`src/rtl/stream_logic_reducer.sv`:
```
// Streaming AND/OR/XOR reducer: folds a valid/ready packet of WIDTH-bit beats into one registered result.
// Optional beat counter and overflow flag are enabled by defining STREAM_LOGIC_REDUCER_COUNT_EN.
module stream_logic_reducer #(
    parameter int WIDTH     = 8,
    parameter int MAX_BEATS = 256
) (
    input  logic             clk,
    input  logic             reset,
    input  logic [WIDTH-1:0] in_data,
    input  logic [1:0]       in_op,
    input  logic             in_last,
    input  logic             in_valid,
    output logic             in_ready,
    output logic [WIDTH-1:0] out_data,
    output logic             out_valid,
    input  logic             out_ready
`ifdef STREAM_LOGIC_REDUCER_COUNT_EN
    ,
    output logic [$clog2(MAX_BEATS+1)-1:0] out_count,
    output logic                           out_overflow
`endif
);

    if (MAX_BEATS < 1) begin : g_bad_max_beats
        $error("MAX_BEATS must be >= 1");
    end

    typedef enum logic [1:0] {IDLE, ACCUM, HOLD} state_t;

    // Encoding 11 falls through to AND.
    function automatic logic [WIDTH-1:0] reduce_op(input logic [WIDTH-1:0] a,
                                                   input logic [WIDTH-1:0] b,
                                                   input logic [1:0]       op);
        case (op)
            2'b01:   reduce_op = a | b;
            2'b10:   reduce_op = a ^ b;
            default: reduce_op = a & b;
        endcase
    endfunction

    state_t           state, state_d;
    logic [WIDTH-1:0] acc_p0, acc_d;
    logic [1:0]       op_p0, op_d;
    logic [WIDTH-1:0] out_data_p1, out_data_d;
    logic             vld_p1, vld_d;
    logic             accept;
    logic [WIDTH-1:0] next_acc;

    assign in_ready  = (state != HOLD) || out_ready;
    assign accept    = in_valid && in_ready;
    assign out_data  = out_data_p1;
    assign out_valid = vld_p1;

    always_comb begin
        state_d    = state;
        acc_d      = acc_p0;
        op_d       = op_p0;
        out_data_d = out_data_p1;
        vld_d      = vld_p1;
        next_acc   = in_data;
        if (state == ACCUM)
            next_acc = reduce_op(acc_p0, in_data, op_p0);

        if (state == HOLD && out_ready && !accept) begin
            vld_d   = 1'b0;
            state_d = IDLE;
        end
        if (accept) begin
            // Any beat outside ACCUM opens a new packet and latches its op.
            if (state != ACCUM)
                op_d = in_op;
            acc_d = next_acc;
            if (in_last) begin
                out_data_d = next_acc;
                vld_d      = 1'b1;
                state_d    = HOLD;
            end else begin
                vld_d   = 1'b0;
                state_d = ACCUM;
            end
        end
    end

    // Stage p0/p1 boundary: accumulator and result registers
    always_ff @(posedge clk) begin
        if (reset) begin
            state       <= IDLE;
            acc_p0      <= '0;
            op_p0       <= 2'b00;
            out_data_p1 <= '0;
            vld_p1      <= 1'b0;
        end else begin
            state       <= state_d;
            acc_p0      <= acc_d;
            op_p0       <= op_d;
            out_data_p1 <= out_data_d;
            vld_p1      <= vld_d;
        end
    end

`ifdef STREAM_LOGIC_REDUCER_COUNT_EN
    localparam int CW = $clog2(MAX_BEATS + 1);

    logic [CW-1:0] cnt_p0, cnt_d, out_count_p1, out_count_d;
    logic          ovf_p0, ovf_d, out_ovf_p1, out_ovf_d;
    logic          at_max;

    assign at_max       = (cnt_p0 == CW'(MAX_BEATS));
    assign out_count    = out_count_p1;
    assign out_overflow = out_ovf_p1;

    always_comb begin
        cnt_d       = cnt_p0;
        ovf_d       = ovf_p0;
        out_count_d = out_count_p1;
        out_ovf_d   = out_ovf_p1;
        if (accept) begin
            if (state != ACCUM) begin
                cnt_d = CW'(1);
                ovf_d = 1'b0;
            end else begin
                cnt_d = at_max ? cnt_p0 : cnt_p0 + CW'(1);
                ovf_d = ovf_p0 | at_max;
            end
            if (in_last) begin
                out_count_d = cnt_d;
                out_ovf_d   = ovf_d;
            end
        end
    end

    // Stage p0/p1 boundary: beat counter and reported count
    always_ff @(posedge clk) begin
        if (reset) begin
            cnt_p0       <= '0;
            ovf_p0       <= 1'b0;
            out_count_p1 <= '0;
            out_ovf_p1   <= 1'b0;
        end else begin
            cnt_p0       <= cnt_d;
            ovf_p0       <= ovf_d;
            out_count_p1 <= out_count_d;
            out_ovf_p1   <= out_ovf_d;
        end
    end
`endif

endmodule

```
`config.mk`:
```
export PLATFORM = sky130hd
export DESIGN_NAME = stream_logic_reducer
export DESIGN_NICKNAME = d
export VERILOG_FILES = /design/src/rtl/stream_logic_reducer.sv
export SDC_FILE = /design/constraint.sdc
export NUM_CORES = 1
export LEC_CHECK = 0
export CAP_MARGIN = 10
export CORE_MARGIN = 8
export CORE_UTILIZATION = 55
export CTS_BUF_LIST = sky130_fd_sc_hd__clkbuf_2 sky130_fd_sc_hd__clkbuf_4 sky130_fd_sc_hd__clkbuf_8
export DETAILED_ROUTE_END_ITERATION = 16
export PLACE_DENSITY = 0.86
export SYNTH_ARGS = -nofsm -noshare
export SYNTH_HDL_FRONTEND = slang
export SYNTH_SLANG_ARGS = --single-unit
```
`constraint.sdc`:
```
create_clock -name clk -period 4 [get_ports clk]
set_input_delay 0.6 -clock clk [delete_from_list [all_inputs] [get_ports clk]]
set_output_delay 0.6 -clock clk [all_outputs]
set_load 0.01 [all_outputs]
```
Yosys cells after proc, flatten, opt, wreduce, memory -nomap -nowiden

Index checks and enable logic that the tools add are counted.

Multiplexer cells: 8
Bitwise operators: 3
Eq/ne operators: 6
Reduce and logical (&&, ||, !) cells: 8

Operators with widths:

| cell                                                                     | count |
|---|---|
| 8-bit case mux with 2 select lines                                       | 1 |
| 8-bit AND                                                                | 1 |
| 8-bit two-way mux                                                        | 1 |
| 8-bit bitwise OR                                                         | 1 |
| 8-bit bitwise XOR                                                        | 1 |
| 2-bit two-way mux                                                        | 3 |
| 2-bit by 1-bit == test with 1-bit output (second input constant)         | 2 |
| 2-bit == test (second input constant)                                    | 2 |
| 2-bit AND reduction                                                      | 2 |
| 1-bit logical AND                                                        | 3 |
| 1-bit two-way mux                                                        | 3 |
| 2-bit by 1-bit inequality test with 1-bit output (second input constant) | 1 |
| 2-bit inequality test (second input constant)                            | 1 |
| 2-bit nonzero test                                                       | 1 |
| 1-bit zero test                                                          | 1 |
| 1-bit logical OR                                                         | 1 |

Logic and storage cells: 30
Register bits after elaboration: 21
Input bits: 15

Logic depth before layout (Yosys ltp)

Depth in word-level cells: 7
Gate-level depth with buffers: 6
Mapped depth without buffers: 5

Worst setup path after synthesis

No wires, ideal clock.

Path kind: reg-to-reg
Start point: register op_p0[0]
End point: register out_data_p1[0] (netlist: out_data[0])
Buffers on the path: 1
Data arrival time: 1.542 ns
Setup time: 0.147 ns
Stages on the path, launching flop included: 7
Path slack: 2.311 ns
Cells stage by stage: dfxtp_1 > inv_1 > ha_1 > or3b_1 > buf_2 > a221oi_2 > o32ai_1

Word-level cells in the longest chain between the ends: 3

Ends and longest elaborated chain:

| item                                                                      | RTL line | RTL |
|---|---|---|
| start, declared                                                           | 43       | `logic [1:0] op_p0, op_d;` |
| start signal, assigned                                                    | 95       | `op_p0 <= op_d;` |
| 2-bit == test or 2-bit by 1-bit == test with 1-bit output (tied branches) | 34       | `case (op)` |
| 8-bit case mux with 2 select lines (*)                                    | 34       |  |
| 8-bit two-way mux (*)                                                     | 61       | `if (state == ACCUM)` |
| end signal, assigned                                                      | 96       | `out_data_p1 <= out_data_d;` |
| end, declared                                                             | 44       | `logic [WIDTH-1:0] out_data_p1, out_data_d;` |

Every way passes the cells marked *; elsewhere a longest branch is shown, timed or not.
A chain may end at the register's enable or synchronous reset.

Worst setup path in the final report

Start point: input out_ready
End point: output in_ready

Word-level cells in the longest chain between the ends: 1

Ends and longest elaborated chain:

| item             | RTL line | RTL |
|---|---|---|
| start, declared  | 16       | `input logic out_ready` |
| 1-bit logical OR | 49       | `assign in_ready = (state != HOLD) \|\| out_ready;` |
| end, declared    | 13       | `output logic in_ready,` |

Every way passes these cells.

==> results by group <==
Status
  – Status: completed

Place
  – Port Buffer Count: 24
  – Hpwl dp: 2.27 mm
  – Post-DP Area: about 0.0016 mm²
  – Gpl congestion: between 0.7 and 0.8
  – Pre-CTS WS: 1.47 ns
  – DP Cell Count: between 150 and 200

CTS
  – CTS Sinks: 20
  – Clock transition at path regs: around 0.12 ns
  – Post-CTS setup buffer count: 0
  – CTS Hold Buffers Added: 0
  – H-tree Lvls: 1
  – CTS Buf Count: 3
  – Root buffer cell: clkbuf_4
  – CTS tree: built
  – Longest Clk Path Bufs: 2
  – Post_cts resized: 0
  – Clock Latency Late Sink: 0.30 ns

Drt
  – Post-DRT Antenna Nets: 0
  – DRT Pass-1 Iters: 4
  – Routed wire length: 3.15 mm
  – Initial drt markers: 40
  – DRC viols: 0
  – DR vias/cell: 5.65
  – Via count: 1124
  – WL/cell: 15.8 µm

Layout
  – Most frequent cells in the layout: inv_1 (34), clkdlybuf4s50_1 (24), dfxtp_1 (20)
  – Layout area overhead: 19.7%
  – Final instance area: 0.00166 mm²
  – Number of diodes: 0
  – Fillers: ~200
  – Share of layout cells above drive strength 1: 0.0888
  – # nets final: just over 200
  – Final non-filler cell total: 199
  – Most common cell after layout, fill and taps aside: inv_1

Worst setup path
  – Critical path endpoint category: output port
  – Worst EP arrival: roughly 1.9 ns
  – Crit path launch: out_ready
  – FF-to-FF Start: op_p0[0]
  – Worst path required time: roughly 3.4 ns
  – Reg2reg setup slack: 2.00 ns
  – Startpoint Class: input pin
  – Critical path endpoint: in_ready
  – Crit-path max FO: 4
  – Critical path class: in2out
  – R2R depth: 5
  – R2R Path End: out_data[5]

Timing
  – RSZ-0062 raised after global routing: no
  – Slew Viols, Final: 0
  – Setup violators final: 0
  – Slew headroom: 0.473
  – Minimum clock period: 2.54 ns
  – Clock skew: 0.00393 ns
  – Fmax: 394 MHz
  – Worst slew pin tran: 0.789 ns
  – Fin crit share: 0.635
  – Setup TNS: 0 ns
  – Final setup margin: 1.46 ns
  – Final hold viol count: 0

Logic synthesis
  – YS warnings: 0
  – Synthesized instance count: 149
  – Cell area after synthesis: 0.00138 mm²
  – Net Count, Synth: 182
  – Synth Flop Type: dfxtp_1
  – Sequential share of the synthesized area: 0.289
  – Post-synthesis async set-or-reset flop share: 0
  – Syn_area_per_cell: 9.29 µm²
  – Post-synth EDFFs: 0
  – Synth Register Bits: 20
  – Netlist cell types: 25

Global route
  – Total GRT Usage: 0.152
  – Global-route wire length before repair: approximately 5.2 mm
  – Largest net degree at the start of global routing: 17
  – Total gr overflow: 0
  – Vias in the first global route: approximately 1200
  – Initial antenna violation count: 0

Floorplan
  – Die ar.: 0.00438 mm²
  – Number of core rows: 18
  – Die width: 66.2 µm
  – Die Y: about 66 µm
  – IO Pins: 25
  – Core region area: 0.00243 mm²
  – Starting Density: 0.569

Power and ir drop
  – Tot Pwr: around 470 µW
  – PwrDens: 286 mW/mm²
  – Maximum VDD drop: 0.246 mV
  – Pleak: 0.000709 µW

Flow run
  – Maxcap violations: 0

Min path
  – Hold Crit Class: reg2reg
==> worst max-delay path, stage by stage <==
cell	delay [ns]
clkdlybuf4s50_1	0.44
nor3b_2	0.32
inv_2	0.09
clkdlybuf4s50_1	0.49
==> area by class of cell <==
| class | count | area, µm² | area share |
|---|---|---|---|
| multi-input combinational | 86 | 811 | 0.489 |
| inverter | 35 | 131 | 0.0793 |
| tap | 30 | 37.5 | 0.0227 |
| timing repair buffer | 24 | 240 | 0.145 |
| clock buffer | 4 | 36.3 | 0.0219 |
| sequential | 20 | 400 | 0.242 |
==> synth_stat cells (2+ instances only) <==
cell type | count | area, µm²
inv_1 | 34 | 128
dfxtp_1 | 20 | 400
ha_1 | 18 | 225
o32ai_1 | 16 | 140
nand2b_1 | 12 | 75.1
a221oi_2 | 8 | 120
or4bb_1 | 8 | 90.1
o21ai_0 | 7 | 35.0
buf_1 | 3 | 11.3
buf_2 | 3 | 15.0
mux2i_1 | 3 | 30.0
a21oi_1 | 2 | 10.0
nand2_1 | 2 | 7.51
nor3b_2 | 2 | 25.0
==> metal layers <==
metal / wire length, µm / global-route usage
met1: 1380 / 0.172
met2: 1620 / 0.263
met3: 111 / 0.0305
met4: 26 / 0.0720
met5: 0 / 0
==> sequential cells by signal (all words and copies together), names as in the netlist <==
signal and flops:
out_data 8, state 2, acc_p0 8, op_p0 2
==> where the power goes <==
part	leakage (µW)	total [µW]	switching, µW	internal [µW]
Sequential	0.000164	228	13.7	215
Clock	0.0000210	120	64.4	55.5
Combinational	0.000523	126	63.9	62.1
Total	0.000709	474	142	332
==> stage by stage <==
step | hold WS [ns] | util
after floorplan | 0.465 | -
after global placement | 0.445 | 0.666
after detailed placement | 0.447 | 0.666
after CTS | 0.465 | 0.681
after global routing | 0.488 | 0.681
final | 0.468 | 0.681
==> logic make-up (layout without fill, tap and decap cells) <==
group | count (synthesis) | count (layout) | share of synthesized area
AOI/OAI and AO/OA | 35 | 35 | 0.230
DFF | 20 | 20 | 0.289
and+or+nand+nor | 30 | 30 | 0.172
adders and majority gates | 18 | 18 | 0.163
buffers and inverters | 43 | 63 | 0.125
muxes | 3 | 3 | 0.0217
==> how the worst min path moves through the flow <==
| stage | start | end | cells after the start |
|---|---|---|---|
| global placement | out_data[5] | out_data[5] | 2 |
| floorplan | op_p0[1] | op_p0[1] | 2 |
| global route | out_data[4] | out_data[4] | 2 |
| finish | out_data[1] | out_data[1] | 2 |
| detailed placement | out_data[1] | out_data[1] | 2 |
| CTS | out_data[1] | out_data[1] | 2 |
No activity file was read; power rests on OpenSTA's default activity.
